--- src/rtl/spi_dvga_rx_pkg.sv ---
// Shared definitions for the DVGA 3-wire control link (writer and receiver).
package spi_dvga_rx_pkg;

  localparam int unsigned DVGA_WIDTH = 16;

  typedef enum logic {
    ST_IDLE  = 1'b0,
    ST_SHIFT = 1'b1
  } state_t;

endpackage

--- src/rtl/sync_edge.sv ---
// Multi-flop synchronizer for one async pin, with one-clock rise/fall pulses.
module sync_edge #(
  parameter int unsigned STAGES    = 2,
  parameter logic        RESET_VAL = 1'b0
) (
  input  logic clock,
  input  logic reset_n,
  input  logic d,
  output logic q,
  output logic rise,
  output logic fall
);

  logic [STAGES-1:0] chain;
  logic              prev;

  always_ff @(posedge clock or negedge reset_n) begin
    if (!reset_n) begin
      chain <= {STAGES{RESET_VAL}};
      prev  <= RESET_VAL;
    end else begin
      chain <= {chain[STAGES-2:0], d};
      prev  <= chain[STAGES-1];
    end
  end

  assign q    = chain[STAGES-1];
  assign rise = q & ~prev;
  assign fall = ~q & prev;

endmodule

--- src/rtl/spi_dvga_rx.sv ---
// DVGA link receiver: oversampled sclk/sdata/sload, MSB-first shift, commit on sload rise.
module spi_dvga_rx
  import spi_dvga_rx_pkg::*;
#(
  parameter int unsigned WIDTH       = DVGA_WIDTH,
  parameter int unsigned SYNC_STAGES = 2,
  parameter int unsigned TIMEOUT     = 1023
) (
  input  logic             clock,
  input  logic             reset_n,
  input  logic             sclk,
  input  logic             sdata,
  input  logic             sload,
  output logic [WIDTH-1:0] data,
  output logic             data_valid,
  output logic             frame_err,
  output logic             busy
);

  localparam int unsigned CNT_W = $clog2(WIDTH + 2);
  localparam int unsigned TMR_W = $clog2(TIMEOUT + 1);
  localparam logic [CNT_W-1:0] CNT_FULL = CNT_W'(WIDTH);
  localparam logic [CNT_W-1:0] CNT_SAT  = CNT_W'(WIDTH + 1);
  localparam logic [TMR_W-1:0] TMR_MAX  = TMR_W'(TIMEOUT);

  logic sclk_lvl, sclk_rise, sclk_fall;
  logic sdata_lvl, sdata_rise, sdata_fall;
  logic sload_lvl, sload_rise, sload_fall;

  sync_edge #(.STAGES(SYNC_STAGES), .RESET_VAL(1'b1)) u_sclk (
    .clock(clock), .reset_n(reset_n), .d(sclk),
    .q(sclk_lvl), .rise(sclk_rise), .fall(sclk_fall));

  sync_edge #(.STAGES(SYNC_STAGES), .RESET_VAL(1'b0)) u_sdata (
    .clock(clock), .reset_n(reset_n), .d(sdata),
    .q(sdata_lvl), .rise(sdata_rise), .fall(sdata_fall));

  sync_edge #(.STAGES(SYNC_STAGES), .RESET_VAL(1'b1)) u_sload (
    .clock(clock), .reset_n(reset_n), .d(sload),
    .q(sload_lvl), .rise(sload_rise), .fall(sload_fall));

  logic unused_edges;
  assign unused_edges = ^{sclk_lvl, sclk_fall, sdata_rise, sdata_fall};

  state_t            state, state_n;
  logic              armed, armed_n;
  logic [CNT_W-1:0]  bit_cnt, bit_cnt_n;
  logic [WIDTH-1:0]  shift, shift_n;
  logic [TMR_W-1:0]  timer, timer_n;
  logic [WIDTH-1:0]  data_n;
  logic              valid_n, err_n;
  logic [SYNC_STAGES:0] warm;

  // The sload chain resets high, so its level is not trusted for arming until
  // the pin has propagated through; otherwise a low pin at release could start a frame.
  always_ff @(posedge clock or negedge reset_n) begin
    if (!reset_n) begin
      state      <= ST_IDLE;
      armed      <= 1'b0;
      bit_cnt    <= '0;
      shift      <= '0;
      timer      <= '0;
      data       <= '0;
      data_valid <= 1'b0;
      frame_err  <= 1'b0;
      warm       <= '0;
    end else begin
      state      <= state_n;
      armed      <= armed_n;
      bit_cnt    <= bit_cnt_n;
      shift      <= shift_n;
      timer      <= timer_n;
      data       <= data_n;
      data_valid <= valid_n;
      frame_err  <= err_n;
      warm       <= {warm[SYNC_STAGES-1:0], 1'b1};
    end
  end

  always_comb begin
    state_n   = state;
    armed_n   = armed | (sload_lvl & warm[SYNC_STAGES]);
    bit_cnt_n = bit_cnt;
    shift_n   = shift;
    timer_n   = '0;
    data_n    = data;
    valid_n   = 1'b0;
    err_n     = 1'b0;
    case (state)
      ST_IDLE: begin
        if (sload_fall && armed) begin
          state_n   = ST_SHIFT;
          armed_n   = 1'b0;
          bit_cnt_n = '0;
        end
      end
      ST_SHIFT: begin
        timer_n = timer + 1'b1;
        if (sclk_rise) begin
          shift_n = {shift[WIDTH-2:0], sdata_lvl};
          if (bit_cnt != CNT_SAT) bit_cnt_n = bit_cnt + 1'b1;
          timer_n = '0;
        end
        // Commit sees the bit shifted in this same cycle via the next-values.
        if (sload_rise) begin
          state_n = ST_IDLE;
          timer_n = '0;
          if (bit_cnt_n == CNT_FULL) begin
            data_n  = shift_n;
            valid_n = 1'b1;
          end else begin
            err_n = 1'b1;
          end
        end else if (!sclk_rise && timer == TMR_MAX) begin
          state_n = ST_IDLE;
          timer_n = '0;
          err_n   = 1'b1;
        end
      end
      default: state_n = ST_IDLE;
    endcase
  end

  assign busy = (state == ST_SHIFT);

endmodule

--- config.mk ---
export PLATFORM = sky130hd
export DESIGN_NAME = spi_dvga_rx
export DESIGN_NICKNAME = d
export VERILOG_FILES = /design/src/rtl/spi_dvga_rx_pkg.sv /design/src/rtl/sync_edge.sv /design/src/rtl/spi_dvga_rx.sv
export SDC_FILE = /design/constraint.sdc
export NUM_CORES = 1
export LEC_CHECK = 0
export ABC_AREA = 1
export BUFFER_PORTS_ARGS = -buffer_cell sky130_fd_sc_hd__buf_2
export CAP_MARGIN = 20
export CORE_MARGIN = 3
export CORE_UTILIZATION = 50
export CTS_BUF_LIST = sky130_fd_sc_hd__clkbuf_8
export CTS_CLUSTER_SIZE = 24
export DETAILED_ROUTE_END_ITERATION = 6
export MAX_ROUTING_LAYER = met4
export PLACE_DENSITY = 0.69
export SLEW_MARGIN = 20
export SYNTH_ARGS = -nofsm -noshare
export SYNTH_HDL_FRONTEND = slang
export SYNTH_SLANG_ARGS = --single-unit
--- constraint.sdc ---
create_clock -name clock -period 4.3 [get_ports clock]
set_input_delay 0.215 -clock clock [delete_from_list [all_inputs] [get_ports clock]]
set_output_delay 0.215 -clock clock [all_outputs]
set_load 0.03 [all_outputs]
==> flow_metrics.env, run 1 <==
export IMPL_cap_violations=0
export IMPL_yosysTopAreaCell="dfrtp_1"
export IMPL_fmax_ghz=0.439
export IMPL_relSlewSlack_pct=45.9
export IMPL_slowest_delay_ns=0.59
export IMPL_layout_commonest_cell="nand2_1"
export IMPL_outcome="complete, no violations"
export IMPL_multiInputGateArea_um2=990
export IMPL_p_per_area_mw_per_mm2=454
export IMPL_worstPathRequired_ns=4.52
export IMPL_synth_seq_cells=62
export IMPL_finalSetupTns_ns=0
export IMPL_die_w_um=79.9
export IMPL_worst_ep_arrival_time_ns=2.50
export IMPL_drtAntennaViolNets=0
export IMPL_first_pass_iters=4
export IMPL_place_congestion=0.728
export IMPL_worstMarginPinSlew_ns=0.810
export IMPL_die_h_um=79.9
export IMPL_crit_type="reg -> reg"
export IMPL_worstPathMaxFanout=33
export IMPL_cts_root_buf="clkbuf_8"
export IMPL_post_route_drc_count=0
export IMPL_dieArea_mm2=0.00638
export IMPL_seq_area_mm2=0.00156
export IMPL_place_ws_ns=2.04
export IMPL_path_common_cell="nand2_1"
export IMPL_detail_route_vias_per_cell=4.96
export IMPL_syn_area_per_cell_um2=8.88
export IMPL_start_kind="flip-flop"
export IMPL_syn_to_final_growth_pct=13.8
export IMPL_final_cell_mix="nand2_1 (92), dfrtp_1 (56), o21ai_0 (33)"
export IMPL_yosysSeqAreaShare_pct=57.2
export IMPL_hold_class="in -> async"
export IMPL_cts_made_buffers=9
export IMPL_setup_viol_count_final=0
export IMPL_syn_nets=315
export IMPL_switching_share_pct=30.7
export IMPL_grt_use_total_pct=18.1
export IMPL_diodes=0
export IMPL_ys_warn_count=0
export IMPL_hold_viol_final=0
export IMPL_crit_path_end_kind="flip-flop"
export IMPL_drt_wirelength_per_cell_um=11.7
export IMPL_synth_cells=307
export IMPL_synth_area_mm2=0.00273
export IMPL_synth_top_area_share_pct=51.4
export IMPL_gr_total_overflow=0
export IMPL_cp_top_family="simple AND/OR/NAND/NOR gates"
export IMPL_drive_above_1_share_pct=16.6
export IMPL_totalWireLength_um=4790
export IMPL_rsz0062_at_grt="no"
export IMPL_initial_utilization_pct=52.4
export IMPL_hpwl_um=3240
export IMPL_cellInternalPower_mw=0.977
export IMPL_p_clk_share_pct=33.7
export IMPL_p_comb_share_pct=17.3
export IMPL_cp_num_buf_inv=2
export IMPL_io_pins=24
export IMPL_grt_max_degree=63
export IMPL_setup_ws_ns=2.02
export IMPL_antenna_found_initial=0
export IMPL_skew_ns=0.00508
export IMPL_core_mm2=0.00520
export IMPL_first_global_vias=1875
export IMPL_clk_latency_ns=0.33
export IMPL_seq_power_share_pct=49.0
export IMPL_num_rows=26
export IMPL_cts_max_level=3
export IMPL_clk_pin_slew_ns=0.07
export IMPL_initialDrtViolationCount=183
export IMPL_grt_pass1_wl_um=8570
export IMPL_n_fill_cell=473
export IMPL_nNetsFinal=342
export IMPL_ir_drop_mv=0.249
export IMPL_io_buffer_count=23
export IMPL_drv_slew=0
export IMPL_path_cells="inv_2 > nand2_1 > o21ai_1 > nand2_1 > nand2_1 > inv_2 > nand3_4 > nand2_1 > nand2_1"
export IMPL_cts_tree="built"
export IMPL_power_net_switching_mw=0.433
export IMPL_cts_num_sinks=62
export IMPL_p_leak_nw=1.54
export IMPL_ctsLongestPathBuffers=2
export IMPL_vias=2025
export IMPL_fin_crit_ns=2.28
export IMPL_period_share_pct=53.0
export IMPL_slowest_stage="nand2_1"
export IMPL_synth_area_leaders="dfrtp_1 (51%), nand2_1 (13%), o21ai_0 (6.1%), dfstp_2 (5.8%), nand4_1 (3.9%)"
export IMPL_synth_cell_types=30
[through the flow]
step / hold slack [ns] / instances / cell area (µm²) / total power [mW] / util [%]
after detailed placement: 0.321 / 390 / 2890 / 0.946 / 55.5
after global routing: 0.103 / 408 / 3100 / 1.50 / 59.6
final: 0.0316 / 408 / 3100 / 1.41 / 59.6
after floorplan: -0.0806 / 307 / 2730 / 0.882 / -
after CTS: 0.0596 / 408 / 3100 / 1.43 / 59.6
after global placement: 0.320 / 390 / 2890 / 0.936 / 55.5
[cells in the mapped netlist]
cell	count
buf_4	1
o22ai_1	3
nand4_1	17
o21bai_1	2
buf_6	1
o21ai_2	1
ha_1	3
nor2_4	1
dfrtp_1	56
o21ai_1	2
buf_2	2
o21ai_0	33
nor3_1	1
nand3_2	1
a21oi_1	1
nand3_1	11
nand3_4	1
xor2_1	5
nand2_2	2
nand2_1	92
xnor2_1	2
inv_2	4
nor2_2	1
nor2_8	1
conb_1	1
dfstp_2	6
inv_1	28
buf_1	2
clkbuf_1	6
nor2_1	20
[final cells by class]
type | instances | area share, %
Timing Repair Buffer | 28 | 5.16
Multi-Input combinational cell | 201 | 31.9
Tap cell | 70 | 2.82
Inverter | 32 | 3.87
Sequential cell | 62 | 50.2
Clock inverter | 2 | 0.242
Clock buffer | 13 | 5.77
[logic make-up after synthesis]
logic type	Yosys count	share of synthesized area (%)
xor gates and xnor gates	7	2.25
buffers and inverters	44	6.56
AOI/OAI and AO/OA	42	8.17
and+or+nand+nor	148	24.4
other	1	0.137
DFF	62	57.2
adders and majority gates	3	1.38
[power by group through the flow]
stage	logic (mW)	clock network [mW]	registers, mW
finish	0.244	0.474	0.691
global route	0.286	0.513	0.700
CTS	0.247	0.486	0.692
detailed placement	0.243	0	0.702
global placement	0.237	0	0.700
floorplan	0.194	0	0.688
[routing by layer]
metal  global-route usage (%)  part of all wire (%)
met5                        -                     0
met4                     9.12                  0.98
met3                     3.39                   3.9
met2                     25.1                    45
met1                     25.3                    51
[worst reg2reg max path, cell delays in order, from the launching register on]
cell     delay [ns]
dfstp_2        0.56
inv_2          0.04
nand2_1        0.59
o21ai_1        0.15
nand2_1        0.11
nand2_1        0.07
inv_2          0.23
nand3_4        0.23
nand2_1        0.13
nand2_1        0.05
[sequential cells by signal, summed over array words and instances, names as in the netlist, 2 cells and up]
signal and flops:
data 16, shift 16, timer 10, bit_cnt 5, warm 3, u_sclk.chain 2
u_sdata.chain 2, u_sload.chain 2
[final timing paths]
check                             from       end  slack [ns]  depth (start not counted)
setup / recovery           u_sclk.prev   data[1]        2.02                          9
hold / removal                 reset_n   data[6]        0.03                          2
setup reg to reg           u_sclk.prev   data[1]        2.02                          9
hold reg to reg                warm[0]   warm[1]        0.36                          0
max in group asynchronous      reset_n  timer[3]        3.78                          2
min in group clock             warm[0]   warm[1]        0.36                          0
[what timing repair did]
action | in CTS | in global routing
hold buffers | 3 | 0
endpoints found under the setup margin | 0 | 0
buffers inserted | 0 | 0
hold endpoints to repair | 3 | 0
gates resized for setup | 0 | 0
(Power assumes the default switching activity.)
==> inputs of run 2 (changes only) <==
clock period = 2.3 ns   (was 4.3 ns; I/O delays follow)
==> run 2 against run 1 <==
Highest routed layer unchanged. Worst setup slack lost 1.6 ns. Clock power grew 99%. Cell count grew 0.98%. Global-route usage grew 0.19 points. Utilization grew 0.75 points. Critical endpoint is now data[2]. Largest power group unchanged. Critical path depth grew 2. Worst hold slack gained 0.26 ns. Total power grew 91%. Wire length grew 0.90%.
==> flow_metrics.env, run 2 (synthesis results as in run 1) <==
export IMPL_grt_pass1_wl_um=8520
export IMPL_hold_class="in -> async"
export IMPL_skew_ns=0.00608
export IMPL_cts_max_level=3
export IMPL_drv_slew=0
export IMPL_place_congestion=0.909
export IMPL_setup_ws_ns=0.394
export IMPL_post_route_drc_count=0
export IMPL_setup_viol_count_final=0
export IMPL_cap_violations=0
export IMPL_totalWireLength_um=4840
export IMPL_fmax_ghz=0.525
export IMPL_detail_route_vias_per_cell=4.88
export IMPL_die_w_um=79.9
export IMPL_cts_root_buf="clkbuf_8"
export IMPL_dieArea_mm2=0.00638
export IMPL_cts_made_buffers=9
export IMPL_initial_utilization_pct=52.4
export IMPL_worst_ep_arrival_time_ns=2.13
export IMPL_num_rows=26
export IMPL_rr_worst_depth=11
export IMPL_fin_util_pct=60.4
export IMPL_die_h_um=79.9
export IMPL_dp_cells=392
export IMPL_rsz0062_at_grt="no"
export IMPL_p_per_area_mw_per_mm2=858
export IMPL_drt_wirelength_per_cell_um=11.7
export IMPL_final_cell_mix="nand2_1 (92), dfrtp_1 (56), o21ai_0 (33)"
export IMPL_initialDrtViolationCount=183
export IMPL_io_pins=24
export IMPL_syn_to_final_growth_pct=15.2
export IMPL_cts_resized_gates=0
export IMPL_ctsLongestPathBuffers=2
export IMPL_vias=2010
export IMPL_ir_drop_mv=0.487
export IMPL_nNetsFinal=345
export IMPL_diodes=0
export IMPL_cts_tree="built"
export IMPL_place_ws_ns=0.379
export IMPL_grt_max_degree=54
export IMPL_clk_pin_slew_ns=0.07
export IMPL_io_buffer_count=23
export IMPL_worstPathRequired_ns=2.53
export IMPL_first_global_vias=1958
export IMPL_layout_commonest_cell="nand2_1"
export IMPL_relSlewSlack_pct=63.5
export IMPL_start_kind="flip-flop"
export IMPL_worstMarginPinSlew_ns=0.547
export IMPL_hpwl_um=3440
export IMPL_worstPathMaxFanout=18
export IMPL_n_fill_cell=467
export IMPL_fin_crit_ns=1.91
export IMPL_crit_path_end_kind="flip-flop"
export IMPL_period_share_pct=82.9
export IMPL_outcome="complete, no violations"
export IMPL_hold_viol_final=0
export IMPL_gr_total_overflow=0
export IMPL_drive_above_1_share_pct=17.5
export IMPL_first_pass_iters=4
export IMPL_layoutNonFillerInstCount=412
export IMPL_clk_latency_ns=0.33
export IMPL_p_leak_nw=1.56
export IMPL_antenna_found_initial=0
export IMPL_final_cell_area_mm2=0.00314
export IMPL_finalSetupTns_ns=0
export IMPL_reg_largest_list="data: 16 flops, shift: 16 flops, timer: 10 flops"
export IMPL_core_mm2=0.00520
export IMPL_holdWs_ns=0.296
export IMPL_finalPower_mw=2.70
export IMPL_grt_use_total_pct=18.2
export IMPL_cts_num_sinks=62
export IMPL_drtAntennaViolNets=0
export IMPL_crit_type="reg -> reg"
export IMPL_dpl_cell_area_mm2=0.00290
run 2: final cells by class:
cell class	instances	area (µm²)	area share (%)
clock inverters	5	48.8	1.55
repair buffers	31	185	5.89
clock buffers	11	151	4.82
flip-flops and latches	62	1560	49.6
well taps	70	87.6	2.79
multi-input cells	201	990	31.5
inverters	32	120	3.82
run 2: report_power, final:
| group | switching [mW] | total, mW | leakage [nW] | internal [mW] |
|---|---|---|---|---|
| Combinational | 0.348 | 0.485 | 0.624 | 0.137 |
| Sequential | 0.0683 | 1.27 | 0.824 | 1.20 |
| Clock | 0.393 | 0.943 | 0.110 | 0.549 |
run 2: timing repair:
item,CTS,global route
endpoints found under the hold margin,24,0
hold buffers,4,0
buffers inserted,0,0
run 2: worst paths after layout:
path	slack [ns]	to	start
max reg2reg	0.39	data[2]	bit_cnt[0]
max	0.39	data[2]	bit_cnt[0]
min reg2reg	0.35	u_sdata.chain[1]	u_sdata.chain[0]
min in group clock	0.35	u_sdata.chain[1]	u_sdata.chain[0]
max in group asynchronous	1.28	u_sload.chain[1]	reset_n
min	0.30	data[9]	reset_n
run 2: worst max-delay path, stage by stage, from the launching register on:
cell     delay [ns]
dfrtp_1        0.43
ha_1           0.22
nand2_1        0.05
inv_1          0.04
nand2_1        0.10
nand2_2        0.07
nand2_1        0.09
nand3_2        0.12
nor2_8         0.26
nand3_4        0.22
nand2_1        0.13
nand2_1        0.05
run 2: layer usage:
| layer | up-vias | routed length (µm) | global-route usage, % |
|---|---|---|---|
| met2 | 35 | 2170 | 27.2 |
| met5 | - | 0 | - |
| met4 | 0 | 121 | 9.12 |
| met1 | 916 | 2320 | 22.3 |
| li1 | 1047 | - | - |
| met3 | 12 | 229 | 5.98 |
==> inputs of run 3 (changes only) <==
clock period = 1.92 ns   (was 2.3 ns; I/O delays follow)
==> run 3 against run 2 <==
Cell count is 0.97% higher. Via count is 4.4% higher. Largest power group unchanged. Largest cell class unchanged. Clock skew hardly changed. Critical endpoint is now data_valid. Non-clock buffer count is 4 higher. Worst hold slack worse by 0.040 ns. Clock power is 40% higher. Global-route usage is 0.30 points higher.
==> flow_metrics.env, run 3 (synthesis results as in run 1) <==
export IMPL_hold_class="in -> async"
export IMPL_final_cell_mix="nand2_1 (92), dfrtp_1 (56), o21ai_0 (33)"
export IMPL_busiest_layer="met2"
export IMPL_cap_violations=0
export IMPL_cts_num_sinks=62
export IMPL_diodes=0
export IMPL_dieArea_mm2=0.00638
export IMPL_hpwl_um=3370
export IMPL_reg_largest_list="data: 16 flops, shift: 16 flops, timer: 10 flops"
export IMPL_crit_path_end_kind="flip-flop"
export IMPL_period_share_pct=91.6
export IMPL_worstPathRequired_ns=2.20
export IMPL_cts_root_buf="clkbuf_8"
export IMPL_slowest_stage="dfrtp_1"
export IMPL_skew_ns=0.00641
export IMPL_drtAntennaViolNets=0
export IMPL_drive_above_1_share_pct=17.9
export IMPL_ctsLongestPathBuffers=2
export IMPL_use_met2_pct=26.7
export IMPL_cts_made_buffers=9
export IMPL_core_mm2=0.00520
export IMPL_io_pins=24
export IMPL_grt_max_degree=48
export IMPL_grt_use_total_pct=18.5
export IMPL_totalWireLength_um=4980
export IMPL_use_met3_pct=3.50
export IMPL_clk_latency_ns=0.33
export IMPL_hold_viol_final=0
export IMPL_cts_max_level=3
export IMPL_die_w_um=79.9
export IMPL_layoutNonFillerInstCount=416
export IMPL_fin_crit_ns=1.76
export IMPL_slowest_delay_ns=0.43
export IMPL_gr_total_overflow=0
export IMPL_drv_slew=0
export IMPL_rsz0062_at_grt="yes"
export IMPL_cts_tree="built"
export IMPL_first_global_vias=1951
export IMPL_worstPathMaxFanout=17
export IMPL_place_congestion=0.853
export IMPL_cp_num_buf_inv=3
export IMPL_p_per_area_mw_per_mm2=1080
export IMPL_drt_wirelength_per_cell_um=12.0
export IMPL_path_cells="ha_1 > nand2_1 > inv_1 > nand2_1 > nand2_2 > nand2_1 > nand3_2 > nor2_8 > nand3_4 > buf_4 > inv_2"
export IMPL_place_ws_ns=0.178
export IMPL_vias=2098
export IMPL_ir_drop_mv=0.569
export IMPL_dp_cells=395
export IMPL_setup_viol_count_final=0
export IMPL_worst_ep_arrival_time_ns=2.04
export IMPL_layout_commonest_cell="nand2_1"
export IMPL_p_leak_nw=1.60
export IMPL_post_route_drc_count=0
export IMPL_crit_type="reg -> reg"
export IMPL_fmax_ghz=0.568
export IMPL_antenna_found_initial=0
export IMPL_first_pass_iters=4
export IMPL_outcome="complete, no violations"
export IMPL_path_common_cell="nand2_1"
export IMPL_setup_ws_ns=0.161
export IMPL_nNetsFinal=349
export IMPL_initial_utilization_pct=52.4
export IMPL_start_kind="flip-flop"
export IMPL_detail_route_vias_per_cell=5.04
export IMPL_grt_pass1_wl_um=8800
export IMPL_initialDrtViolationCount=128
export IMPL_grt_use_met1_pct=24.4
export IMPL_cp_top_family="simple AND/OR/NAND/NOR gates"
export IMPL_holdWs_ns=0.256
export IMPL_syn_to_final_growth_pct=17.5
export IMPL_io_buffer_count=23
export IMPL_die_h_um=79.9
export IMPL_num_rows=26
export IMPL_clk_pin_slew_ns=0.07
run 3: cell count changes in the layout (fill, tap and decap cells not counted), sizes merged:
cell and delta:
buf +4, bufinv +2, inv +2, clkbuf -2, clkinv -2
run 3: per-stage QoR:
stage,cell area (µm²),setup TNS [ns],util [%],power (mW)
after floorplan,2730,0,-,1.98
after global placement,2920,0,56.2,2.13
after detailed placement,2920,0,56.2,2.14
after CTS,3190,0,61.4,3.48
after global routing,3210,-0.0625,61.6,3.65
final,3210,0,61.6,3.46
run 3: cell type report:
| cell class | instances | area, µm² |
|---|---|---|
| clock buffers | 9 | 124 |
| clock inverters | 7 | 106 |
| fillers | 456 | 2000 |
| inverters | 32 | 120 |
| multi-input cells | 201 | 990 |
| flip-flops and latches | 62 | 1560 |
| well taps | 70 | 87.6 |
| repair buffers | 35 | 219 |
run 3: worst paths after layout:
kind / start / to / slack [ns] / cells after the start
min in group clock: warm[1] / warm[2] / 0.36 / 0
worst min-delay path: reset_n / data_valid / 0.26 / 2
worst min register to register: warm[1] / warm[2] / 0.36 / 0
worst max-delay path: bit_cnt[0] / data_valid / 0.16 / 11
worst max register to register: bit_cnt[0] / data_valid / 0.16 / 11
max in group asynchronous: reset_n / u_sload.chain[1] / 0.96 / 3
run 3: where the power goes:
| part | leakage [nW] | switching, mW | internal (mW) |
|---|---|---|---|
| registers | 0.824 | 0.0993 | 1.44 |
| clock network | 0.127 | 0.478 | 0.846 |
| logic | 0.644 | 0.419 | 0.180 |
| total | 1.60 | 0.996 | 2.46 |
run 3: routing by layer:
metal / routed length [µm] / share of wire [%] / up-vias
li1: - / - / 1057
met1: 2430 / 49 / 969
met2: 2190 / 44 / 60
met3: 227 / 4.6 / 12
met4: 125 / 2.5 / 0
met5: 0 / 0 / -
run 3: worst register-to-register path, stage by stage, from the launching register on:
cell     delay [ns]
dfrtp_1        0.43
ha_1           0.21
nand2_1        0.05
inv_1          0.05
nand2_1        0.11
nand2_2        0.06
nand2_1        0.09
nand3_2        0.12
nor2_8         0.16
nand3_4        0.19
buf_4          0.22
inv_2          0.03
run 3: what timing repair did:
action / 4_1_cts / 5_1_grt
endpoints found under the setup margin: 0 / 6
hold buffers: 4 / 0
gates resized for setup: 0 / 1
hold endpoints to repair: 21 / 0
setup buffers: 0 / 1
